[src/rtl/i_execute_stage_if.sv]
// Bus between decode and the execute stage: ID/EX inputs, flush controls and the EX/MEM outputs.
// The master side drives the decoded instruction; the slave side is the execute stage.
interface i_execute_stage_if #(
    parameter int DATA_W     = 32,
    parameter int REG_ADDR_W = 5
);
    logic                  flush_id_ex;
    logic                  flush_ex_mem;
    logic [8:0]            control_bits_in;
    logic [DATA_W-1:0]     npc_in;
    logic [DATA_W-1:0]     read_data1;
    logic [DATA_W-1:0]     read_data2;
    logic [DATA_W-1:0]     sign_ext;
    logic [REG_ADDR_W-1:0] rt_in;
    logic [REG_ADDR_W-1:0] rd_in;

    logic [1:0]            wb_ctrl;
    logic [2:0]            m_ctrl;
    logic [DATA_W-1:0]     branch_target;
    logic                  zero;
    logic [DATA_W-1:0]     alu_result;
    logic [DATA_W-1:0]     write_data;
    logic [REG_ADDR_W-1:0] write_reg;

    modport master (
        output flush_id_ex, flush_ex_mem, control_bits_in, npc_in,
               read_data1, read_data2, sign_ext, rt_in, rd_in,
        input  wb_ctrl, m_ctrl, branch_target, zero, alu_result,
               write_data, write_reg
    );

    modport slave (
        input  flush_id_ex, flush_ex_mem, control_bits_in, npc_in,
               read_data1, read_data2, sign_ext, rt_in, rd_in,
        output wb_ctrl, m_ctrl, branch_target, zero, alu_result,
               write_data, write_reg
    );
endinterface

[src/rtl/i_execute_stage.sv]
// Execute stage: ID/EX register, ALU with funct decode, branch target and destination select,
// then the EX/MEM register. Two-edge latency, one instruction per cycle, never stalls.
module i_execute_stage #(
    parameter int DATA_W     = 32,
    parameter int REG_ADDR_W = 5
) (
    input  logic              clk,
    input  logic              reset,
    i_execute_stage_if.slave  ex_if
);

    typedef enum logic [2:0] {
        ALU_ADD = 3'd0,
        ALU_SUB = 3'd1,
        ALU_AND = 3'd2,
        ALU_OR  = 3'd3,
        ALU_SLT = 3'd4
    } alu_fn_e;

    // ID/EX register
    logic [8:0]            idex_ctrl_q, idex_ctrl_d;
    logic [DATA_W-1:0]     idex_npc_q;
    logic [DATA_W-1:0]     idex_rd1_q;
    logic [DATA_W-1:0]     idex_rd2_q;
    logic [DATA_W-1:0]     idex_imm_q;
    logic [REG_ADDR_W-1:0] idex_rt_q;
    logic [REG_ADDR_W-1:0] idex_rd_q;

    // EX/MEM register
    logic [1:0]            exmem_wb_q, exmem_wb_d;
    logic [2:0]            exmem_m_q, exmem_m_d;
    logic [DATA_W-1:0]     exmem_bt_q, exmem_bt_d;
    logic                  exmem_zero_q, exmem_zero_d;
    logic [DATA_W-1:0]     exmem_alu_q, exmem_alu_d;
    logic [DATA_W-1:0]     exmem_wd_q;
    logic [REG_ADDR_W-1:0] exmem_wr_q, exmem_wr_d;

    logic                  reg_dst;
    logic [1:0]            alu_op;
    logic                  alu_src;
    logic [DATA_W-1:0]     op_b;
    alu_fn_e               alu_fn;

    assign idex_ctrl_d = ex_if.flush_id_ex ? 9'd0 : ex_if.control_bits_in;

    always_ff @(posedge clk or negedge reset) begin
        if (!reset) begin
            idex_ctrl_q <= '0;
            idex_npc_q  <= '0;
            idex_rd1_q  <= '0;
            idex_rd2_q  <= '0;
            idex_imm_q  <= '0;
            idex_rt_q   <= '0;
            idex_rd_q   <= '0;
        end else begin
            idex_ctrl_q <= idex_ctrl_d;
            idex_npc_q  <= ex_if.npc_in;
            idex_rd1_q  <= ex_if.read_data1;
            idex_rd2_q  <= ex_if.read_data2;
            idex_imm_q  <= ex_if.sign_ext;
            idex_rt_q   <= ex_if.rt_in;
            idex_rd_q   <= ex_if.rd_in;
        end
    end

    assign reg_dst = idex_ctrl_q[3];
    assign alu_op  = idex_ctrl_q[2:1];
    assign alu_src = idex_ctrl_q[0];
    assign op_b    = alu_src ? idex_imm_q : idex_rd2_q;

    // Only ALUOp 10 looks at funct; unknown functs and ALUOp 11 fall back to add.
    always_comb begin
        alu_fn = ALU_ADD;
        case (alu_op)
            2'b01: alu_fn = ALU_SUB;
            2'b10: begin
                case (idex_imm_q[5:0])
                    6'b100010: alu_fn = ALU_SUB;
                    6'b100100: alu_fn = ALU_AND;
                    6'b100101: alu_fn = ALU_OR;
                    6'b101010: alu_fn = ALU_SLT;
                    default:   alu_fn = ALU_ADD;
                endcase
            end
            default: alu_fn = ALU_ADD;
        endcase
    end

    always_comb begin
        exmem_alu_d = '0;
        case (alu_fn)
            ALU_ADD: exmem_alu_d = idex_rd1_q + op_b;
            ALU_SUB: exmem_alu_d = idex_rd1_q - op_b;
            ALU_AND: exmem_alu_d = idex_rd1_q & op_b;
            ALU_OR:  exmem_alu_d = idex_rd1_q | op_b;
            ALU_SLT: exmem_alu_d = {{(DATA_W-1){1'b0}}, ($signed(idex_rd1_q) < $signed(op_b))};
            default: exmem_alu_d = idex_rd1_q + op_b;
        endcase
    end

    assign exmem_zero_d = (exmem_alu_d == '0);
    assign exmem_bt_d   = idex_npc_q + (idex_imm_q << 2);
    assign exmem_wr_d   = reg_dst ? idex_rd_q : idex_rt_q;
    assign exmem_wb_d   = ex_if.flush_ex_mem ? 2'b00  : idex_ctrl_q[8:7];
    assign exmem_m_d    = ex_if.flush_ex_mem ? 3'b000 : idex_ctrl_q[6:4];

    always_ff @(posedge clk or negedge reset) begin
        if (!reset) begin
            exmem_wb_q   <= '0;
            exmem_m_q    <= '0;
            exmem_bt_q   <= '0;
            exmem_zero_q <= 1'b0;
            exmem_alu_q  <= '0;
            exmem_wd_q   <= '0;
            exmem_wr_q   <= '0;
        end else begin
            exmem_wb_q   <= exmem_wb_d;
            exmem_m_q    <= exmem_m_d;
            exmem_bt_q   <= exmem_bt_d;
            exmem_zero_q <= exmem_zero_d;
            exmem_alu_q  <= exmem_alu_d;
            exmem_wd_q   <= idex_rd2_q;
            exmem_wr_q   <= exmem_wr_d;
        end
    end

    assign ex_if.wb_ctrl       = exmem_wb_q;
    assign ex_if.m_ctrl        = exmem_m_q;
    assign ex_if.branch_target = exmem_bt_q;
    assign ex_if.zero          = exmem_zero_q;
    assign ex_if.alu_result    = exmem_alu_q;
    assign ex_if.write_data    = exmem_wd_q;
    assign ex_if.write_reg     = exmem_wr_q;

endmodule
[src/flat_wrapper.sv]
// flat-port wrapper written by rule: the top's interface ports become plain ports
module i_execute_stage_flat 
#(
    parameter int DATA_W     = 32,
    parameter int REG_ADDR_W = 5
)
  (clk, reset, ex_if_flush_id_ex, ex_if_flush_ex_mem, ex_if_control_bits_in, ex_if_npc_in, ex_if_read_data1, ex_if_read_data2, ex_if_sign_ext, ex_if_rt_in, ex_if_rd_in, ex_if_wb_ctrl, ex_if_m_ctrl, ex_if_branch_target, ex_if_zero, ex_if_alu_result, ex_if_write_data, ex_if_write_reg);
  i_execute_stage_if #(.DATA_W(DATA_W), .REG_ADDR_W(REG_ADDR_W)) ex_if_i ();
  input  logic clk;
  input  logic reset;
  input wire logic [$bits(ex_if_i.flush_id_ex)-1:0] ex_if_flush_id_ex;
  input wire logic [$bits(ex_if_i.flush_ex_mem)-1:0] ex_if_flush_ex_mem;
  input wire logic [$bits(ex_if_i.control_bits_in)-1:0] ex_if_control_bits_in;
  input wire logic [$bits(ex_if_i.npc_in)-1:0] ex_if_npc_in;
  input wire logic [$bits(ex_if_i.read_data1)-1:0] ex_if_read_data1;
  input wire logic [$bits(ex_if_i.read_data2)-1:0] ex_if_read_data2;
  input wire logic [$bits(ex_if_i.sign_ext)-1:0] ex_if_sign_ext;
  input wire logic [$bits(ex_if_i.rt_in)-1:0] ex_if_rt_in;
  input wire logic [$bits(ex_if_i.rd_in)-1:0] ex_if_rd_in;
  output wire logic [$bits(ex_if_i.wb_ctrl)-1:0] ex_if_wb_ctrl;
  output wire logic [$bits(ex_if_i.m_ctrl)-1:0] ex_if_m_ctrl;
  output wire logic [$bits(ex_if_i.branch_target)-1:0] ex_if_branch_target;
  output wire logic [$bits(ex_if_i.zero)-1:0] ex_if_zero;
  output wire logic [$bits(ex_if_i.alu_result)-1:0] ex_if_alu_result;
  output wire logic [$bits(ex_if_i.write_data)-1:0] ex_if_write_data;
  output wire logic [$bits(ex_if_i.write_reg)-1:0] ex_if_write_reg;
  assign ex_if_i.flush_id_ex = ex_if_flush_id_ex;
  assign ex_if_i.flush_ex_mem = ex_if_flush_ex_mem;
  assign ex_if_i.control_bits_in = ex_if_control_bits_in;
  assign ex_if_i.npc_in = ex_if_npc_in;
  assign ex_if_i.read_data1 = ex_if_read_data1;
  assign ex_if_i.read_data2 = ex_if_read_data2;
  assign ex_if_i.sign_ext = ex_if_sign_ext;
  assign ex_if_i.rt_in = ex_if_rt_in;
  assign ex_if_i.rd_in = ex_if_rd_in;
  assign ex_if_wb_ctrl = ex_if_i.wb_ctrl;
  assign ex_if_m_ctrl = ex_if_i.m_ctrl;
  assign ex_if_branch_target = ex_if_i.branch_target;
  assign ex_if_zero = ex_if_i.zero;
  assign ex_if_alu_result = ex_if_i.alu_result;
  assign ex_if_write_data = ex_if_i.write_data;
  assign ex_if_write_reg = ex_if_i.write_reg;
  i_execute_stage #(.DATA_W(DATA_W), .REG_ADDR_W(REG_ADDR_W)) u_core (.clk(clk), .reset(reset), .ex_if(ex_if_i));
endmodule
[config.mk]
export PLATFORM = sky130hd
export DESIGN_NAME = i_execute_stage_flat
export DESIGN_NICKNAME = d
export VERILOG_FILES = /design/src/rtl/i_execute_stage_if.sv /design/src/rtl/i_execute_stage.sv /design/src/flat_wrapper.sv
export SDC_FILE = /design/constraint.sdc
export NUM_CORES = 1
export LEC_CHECK = 0
export ABC_AREA = 1
export BUFFER_PORTS_ARGS = -buffer_cell sky130_fd_sc_hd__buf_2
export CAP_MARGIN = 20
export CELL_PAD_IN_SITES_DETAIL_PLACEMENT = 1
export CELL_PAD_IN_SITES_GLOBAL_PLACEMENT = 1
export CORE_ASPECT_RATIO = 0.5
export CORE_MARGIN = 4
export CORE_UTILIZATION = 30
export DETAILED_ROUTE_END_ITERATION = 16
export GPL_TIMING_DRIVEN = 0
export PLACE_DENSITY = 0.65
export SLEW_MARGIN = 10
export SYNTH_ARGS = -nofsm -noshare
export SYNTH_HDL_FRONTEND = slang
export SYNTH_SLANG_ARGS = --single-unit
[constraint.sdc]
create_clock -name clk -period 4.8 [get_ports clk]
set_input_delay 1.44 -clock clk [delete_from_list [all_inputs] [get_ports clk]]
set_output_delay 1.44 -clock clk [all_outputs]
set_load 0.01 [all_outputs]
==> results of run 1 <==
[cell usage after synthesis, types with 5 or more instances]
cell | count | area, um^2
a21oi_1 | 72 | 360.4
buf_2 | 14 | 70.07
mux2_2 | 5 | 56.30
nand4_1 | 17 | 106.4
ha_1 | 139 | 1739
o21ai_0 | 60 | 300.3
o21bai_1 | 8 | 60.06
nor2_1 | 143 | 536.8
o221ai_1 | 6 | 52.55
nand3_1 | 136 | 680.7
nand3b_1 | 18 | 135.1
dfrtp_1 | 254 | 6356
nor3_1 | 15 | 75.07
nand2_1 | 583 | 2188
xnor2_1 | 11 | 96.34
o22ai_1 | 15 | 93.84
xor2_1 | 31 | 271.5
inv_1 | 432 | 1622
clkbuf_1 | 8 | 30.03
[power by group through the flow]
stage	registers, mW	logic, mW	clock network (mW)
final	2.43	1.68	2.14
after global routing	2.45	1.87	2.29
after CTS	2.43	1.68	2.20
after detailed placement	2.47	1.67	0
after global placement	2.46	1.64	0
after floorplan	2.52	0.895	0
[worst max-delay path, stage by stage (launching register included)]
cell and delay [ps]:
dfrtp_1 360, clkbuf_1 250, clkbuf_2 280, o21ai_0 760, inv_1 160, ha_1 290
fa_1 450, inv_1 130, nand3_1 90, nand3_1 200, nand3_1 130, nand2_1 170
nand2_1 100, nand2_1 70, nand2_1 50, nand3_1 120, nand3_1 140, nor2_1 140
nand2_1 60, nor2_1 100, nand2_1 170, nor2_1 140
[what timing repair did]
action,CTS,global route
setup endpoints to repair,0,1
gates resized for setup,0,4
hold endpoints to repair,0,0
[layout make-up]
class / count / area (um^2)
fillers: 6265 / 31880
multi-input cells: 1298 / 7094
flip-flops and latches: 254 / 6356
inverters: 435 / 1637
repair buffers: 259 / 1354
well taps: 690 / 863.3
clock buffers: 35 / 714.4
clock inverters: 11 / 166.4
plain buffers: 25 / 132.6
diodes: 7 / 17.52
[how the worst max path moves through the flow]
stage	startpoint	to	slack, ps	cells after the start
finish	u_core.idex_ctrl_q[0]$_DFF_PN0_	u_core.ex_if.zero$_DFF_PN0_	350	21
global route	u_core.idex_ctrl_q[0]$_DFF_PN0_	u_core.ex_if.zero$_DFF_PN0_	100	23
floorplan	u_core.idex_ctrl_q[0]$_DFF_PN0_	u_core.ex_if.zero$_DFF_PN0_	1910	24
CTS	u_core.idex_ctrl_q[0]$_DFF_PN0_	u_core.ex_if.zero$_DFF_PN0_	280	22
global placement	reset	u_core.ex_if.write_reg[2]$_DFF_PN0_	-2420	1
detailed placement	u_core.idex_ctrl_q[0]$_DFF_PN0_	u_core.ex_if.zero$_DFF_PN0_	320	22
[through the flow]
stage	instance area (um^2)	hold slack (ps)	power, mW	worst slack [ps]	util
after CTS	18320	356.0	6.311	282.1	0.3647
final	18340	355.5	6.255	354.5	0.3651
after floorplan	15220	331.2	3.420	1907	-
after detailed placement	17430	342.5	4.141	316.3	0.3472
after global placement	17360	331.4	4.101	-2420	0.3457
after global routing	18340	367.1	6.610	104.8	0.3651
[cell families after synthesis]
group	Yosys count	synth area share
DFF	254	0.4177
buffers and inverters	460	0.1161
adders and majority gates	142	0.1182
and+or+nand+nor	929	0.2539
muxes	5	0.003700
xor gates and xnor gates	42	0.02417
AOI/OAI and AO/OA	180	0.06619
[metal layers]
layer	global-route usage	up-vias	part of all wire
met5	0	-	0
met4	0.04373	0	0.018
met3	0.03289	56	0.047
met2	0.3368	269	0.46
met1	0.2845	6738	0.47
li1	-	6727	-
==> results.md, run 1 <==
* RSZ-0062 raised after global routing: no
* End of the worst register-to-register path: u_core.ex_if.zero$_DFF_PN0_
* Slew headroom at 0.3011
* Pwr dens at 341.2 nW/um^2
* Initial Util at 0.3030
* Placed Cells at 2961
* Final TNS setup at 0 ps
* Commonest register cell after synthesis: dfrtp_1
* Cts hold-fix bufs at 0
* Max-slew violations at 0
* Clock Path Buffers at 3
* Total gr overflow at 0
* Core ar. at 50220 um^2
* Final WL at 56700 um
* Critical Path Start Type: flip-flop
* Setup bufs post-CTS at 0
* Vias at 13.79k
* Die footprint at 54610 um^2
* DRC viols at 0
* FP Rows at 58
* Clk_lat worst skew at 590 ps
* Psw at 2.153 mW
* Logic gate share of total power at 0.269
* Sequential area share after synthesis at 0.4177
* HP Start: u_core.idex_npc_q[1]$_DFF_PN0_
* Area grow syn2layout at 20.49%
* Reg2reg path depth at 21
* Fmax at 224.9 MHz
* H-tree depth at 1
* Max cap viols at 0
* Ys async rst share at 1.000
* Most frequent cells in the layout: nand2_1, inv_1, buf_2
* Hold-critical path endpoint: u_core.ex_if.branch_target[1]$_DFF_PN0_
* R2R Path Start: u_core.idex_ctrl_q[0]$_DFF_PN0_
* DRT iter0 DRCs at 786
* Final hold violations at 0
* Die X at 326.5 um
* Post-Layout Cell Count at 3014
* Via-per-instance ratio at 4.575
* Slew @ Worst Pin at 1037 ps
* Vias in the first global route at 14.11k
* Root buffer cell: clkbuf_16
* Hold crit path type: flip-flop to flip-flop
* Clock Power Share at 0.343
* Synth Cell Area at 15220 um^2
* DRT antenna net count at 0
* Finish-stage setup viols at 0
* Clk sinks at 254
* YS warnings at 0
* Final nets at 2592
* Syn_nets at 2305
* Switch share at 0.3442
* Final worst-path cycle share at 0.9261
* RD Place Congestion at 0.8905
* WP data required at 5310 ps
* Clock Skew at 29.03 ps
* Crit Path Max Fanout at 10
* Antenna violations before repair at 9
* CP Class: flip-flop to flip-flop
* I/O Pins at 258
* Count of cell types in the netlist at 46
* FF-to-FF setup slack at 350 ps
* Min cycle time layout at 4445 ps
* Most common cell after layout, fill and taps aside: nand2_1
* CTS tree: built
* Max IR drop VDD at 0.0002731 V
* Internal at 4.102 mW
* Number of synthesized flops with an enable pin at 0
* Port buffer count at 256
* CTS clk-pin slew, worst paths at 60 ps
* Status: finished, final reports clean
* Hold path cells at 0
* TritonCTS Buffers at 26
* Share of cells above drive strength 1 at 0.1463
* Worst setup EP type: flip-flop
* Die Ht at 167.3 um
* Synthesized instance count at 2012
* DP Wirelength at 47520 um
* Syn Area/Cell at 7.563 um^2
* Largest net degree at the start of global routing at 109
* GRT Total Usage at 0.2044
* Global-route wire length before repair at 85080 um
* Flop pwr share at 0.388
* #FFs+latches synth at 254
* DR WL/cell at 18.81 um
* Lkg Pwr at 10.29 nW
* CP Data Arrival Time at 4960 ps
* Pre-antenna DRT Iters at 5
Power figures use the tool's default switching activity.
==> inputs of run 2 (changes only) <==
- HOLD_SLACK_MARGIN: unset -> 0.02
- clock period: 4.8 -> 4.6 ns (I/O delays scaled with it)
==> run 2 against run 1 <==
Effect of this change: global-route usage unchanged; setup slack worse by 41 ps; worst hold slack about the same; critical endpoint unchanged; register-to-register slack lost 40 ps; combinational power up 5%; highest routed layer unchanged; final cell count stayed put; design area about the same; largest power group unchanged.
==> results.md, run 2 (same netlist as run 1, synthesis figures left out) <==
* Critical Path Start Type: flip-flop
* CP max stage cell: ha_1
* Total gr overflow at 0 (unchanged)
* Fillers at 6265 (unchanged)
* Max cap viols at 0 (unchanged)
* Initial Util at 0.3030 (unchanged)
* Pwr dens at 355.9 nW/um^2 (+4.3%)
* Reg2reg path depth at 20 (-4.8%)
* DP Wirelength at 47520 um (unchanged)
* CP Class: flip-flop to flip-flop
* Final hold violations at 0 (unchanged)
* Die Ht at 167.3 um (unchanged)
* CP Data Arrival Time at 4800 ps (-160 ps)
* Hold crit path type: flip-flop to flip-flop
* DRC viols at 0 (unchanged)
* TritonCTS Buffers at 26 (unchanged)
* FF-to-FF setup slack at 310 ps (-40 ps)
* Finish-stage setup viols at 0 (unchanged)
* Most frequent cells in the layout: nand2_1, inv_1, buf_2
* Via-per-instance ratio at 4.587 (+0.25%)
* Fmax at 233.3 MHz (+3.7%)
* Crit path from: u_core.idex_ctrl_q[0]$_DFF_PN0_
* Pre-antenna DRT Iters at 5 (unchanged)
* Clk sinks at 254 (unchanged)
* Status: finished, final reports clean
* Root buffer cell: clkbuf_16
* Crit Path Max Fanout at 10 (unchanged)
* WP data required at 5110 ps (-200 ps)
* Critical path, cell by cell: clkbuf_1 > clkbuf_1 > o21ai_0 > ha_1 > inv_2 > nor2_1 > inv_1 > nor2_2 > nand2_1 > nor2_1 > nand2_1 > nand3_1 > nand2_1 > nand3_1 > nand3b_1 > nor2_1 > nand2_1 > nor2_1 > nand2_1 > nor2_1
* Max-slew violations at 0 (unchanged)
* Hold path cells at 0 (unchanged)
* Port buffer count at 256 (unchanged)
* Global-route wire length before repair at 85080 um (unchanged)
* Share of cells above drive strength 1 at 0.1472 (+0.0008632)
* Largest net degree at the start of global routing at 109 (unchanged)
* Worst setup EP type: flip-flop
* RD Place Congestion at 0.8905 (unchanged)
* DRT antenna net count at 0 (unchanged)
* Final worst-path cycle share at 0.9319 (+0.005787)
* Max IR drop VDD at 0.0002852 V (+4.4%)
* Die footprint at 54610 um^2 (unchanged)
* FP Rows at 58 (unchanged)
* Lkg Pwr at 10.30 nW (about the same)
* Setup crit end: u_core.ex_if.zero$_DFF_PN0_
* GRT Total Usage at 0.2044 (unchanged)
* Max incr delay on CP at 640 ps (-120 ps)
* Die X at 326.5 um (unchanged)
* Cts hold-fix bufs at 0 (unchanged)
* R2R Path Start: u_core.idex_ctrl_q[0]$_DFF_PN0_
* Final TNS setup at 0 ps (unchanged)
* DR WL/cell at 18.82 um (about the same)
* End of the worst register-to-register path: u_core.ex_if.zero$_DFF_PN0_
* Most common cell after layout, fill and taps aside: nand2_1
* CTS clk-pin slew, worst paths at 60 ps (about the same)
* Slew @ Worst Pin at 1021 ps (-15.96 ps)
* Vias at 13.83k (+0.25%)
* H-tree depth at 1 (unchanged)
* Clock Path Buffers at 3 (unchanged)
* Final WL at 56730 um (about the same)
* Antenna violations before repair at 9 (unchanged)
* Min cycle time layout at 4287 ps (-158.6 ps)
* Slew headroom at 0.3119 (+0.01075)
* Design Power at 6.526 mW (+4.3%)
* I/O Pins at 258 (unchanged)
* Vias in the first global route at 14.11k (unchanged)
* Clock Skew at 30.32 ps (+1.294 ps)
* Clk_lat worst skew at 590 ps (about the same)
* Final nets at 2592 (unchanged)
* Core ar. at 50220 um^2 (unchanged)
* CTS tree: built
* Min Hold Slack at 355.5 ps (+0.001000 ps)
* DRT iter0 DRCs at 814 (+3.6%)
* Area grow syn2layout at 20.51% (about the same)
-- run 2: cell counts in the layout (fill, tap and decap cells not counted) --
Identical to the previous run, type by type.
-- run 2: area by class of cell --
class / instances / area [um^2] / share of cell area
flip-flops and latches: 254 / 6356 / 0.3466
repair buffers: 259 / 1354 / 0.07383
inverters: 435 / 1637 / 0.08925
multi-input cells: 1298 / 7094 / 0.3869
well taps: 690 / 863.3 / 0.04708
diodes: 7 / 17.52 / 0.0009552
plain buffers: 25 / 135.1 / 0.007369
clock buffers: 35 / 714.4 / 0.03896
clock inverters: 11 / 166.4 / 0.009075
-- run 2: worst max-delay path, delay by kind of cell, from the launching register on --
kind / cells / cell delay (ps)
simple gates: 14 / 1780
buf+inv: 4 / 1000
fa+ha+maj: 1 / 640
compound gates: 1 / 450
flops: 1 / 320
-- run 2: worst min path at each step --
stage / slack, ps / from / end
detailed placement: 340 / u_core.idex_npc_q[1]$_DFF_PN0_ / u_core.ex_if.branch_target[1]$_DFF_PN0_
global route: 370 / u_core.idex_npc_q[1]$_DFF_PN0_ / u_core.ex_if.branch_target[1]$_DFF_PN0_
CTS: 360 / u_core.idex_npc_q[1]$_DFF_PN0_ / u_core.ex_if.branch_target[1]$_DFF_PN0_
finish: 360 / u_core.idex_npc_q[1]$_DFF_PN0_ / u_core.ex_if.branch_target[1]$_DFF_PN0_
global placement: 330 / u_core.idex_npc_q[1]$_DFF_PN0_ / u_core.ex_if.branch_target[1]$_DFF_PN0_
floorplan: 330 / u_core.idex_npc_q[0]$_DFF_PN0_ / u_core.ex_if.branch_target[0]$_DFF_PN0_
-- run 2: repair_timing --
action / in CTS / in global routing
endpoints found under the setup margin: 0 / 1
setup buffers: 0 / 0
resized for setup: 0 / 9
-- run 2: per-stage QoR --
stage | util | setup WS [ps] | cells | cell area [um^2]
2_1_floorplan | - | 1707 | 2012 | 15220
5_1_grt | 0.3652 | -2.282 | 3014 | 18340
6_report | 0.3652 | 313.1 | 3014 | 18340
3_5_place_dp | 0.3472 | 116.3 | 2961 | 17430
3_3_place_gp | 0.3457 | -2560 | 2958 | 17360
4_1_cts | 0.3647 | 82.12 | 3007 | 18320
-- run 2: metal layers --
metal,global-route usage,part of all wire
met1,0.2845,0.47
met2,0.3368,0.46
met3,0.03289,0.054
met4,0.04373,0.018
met5,0,0
-- run 2: power breakdown --
group	internal (mW)	switching [mW]	total (mW)	leakage, nW
Sequential	2.45	0.0884	2.53	2.98
Combinational	0.567	1.19	1.76	6.88
Clock	1.27	0.966	2.23	0.432
Total	4.28	2.24	6.53	10.3
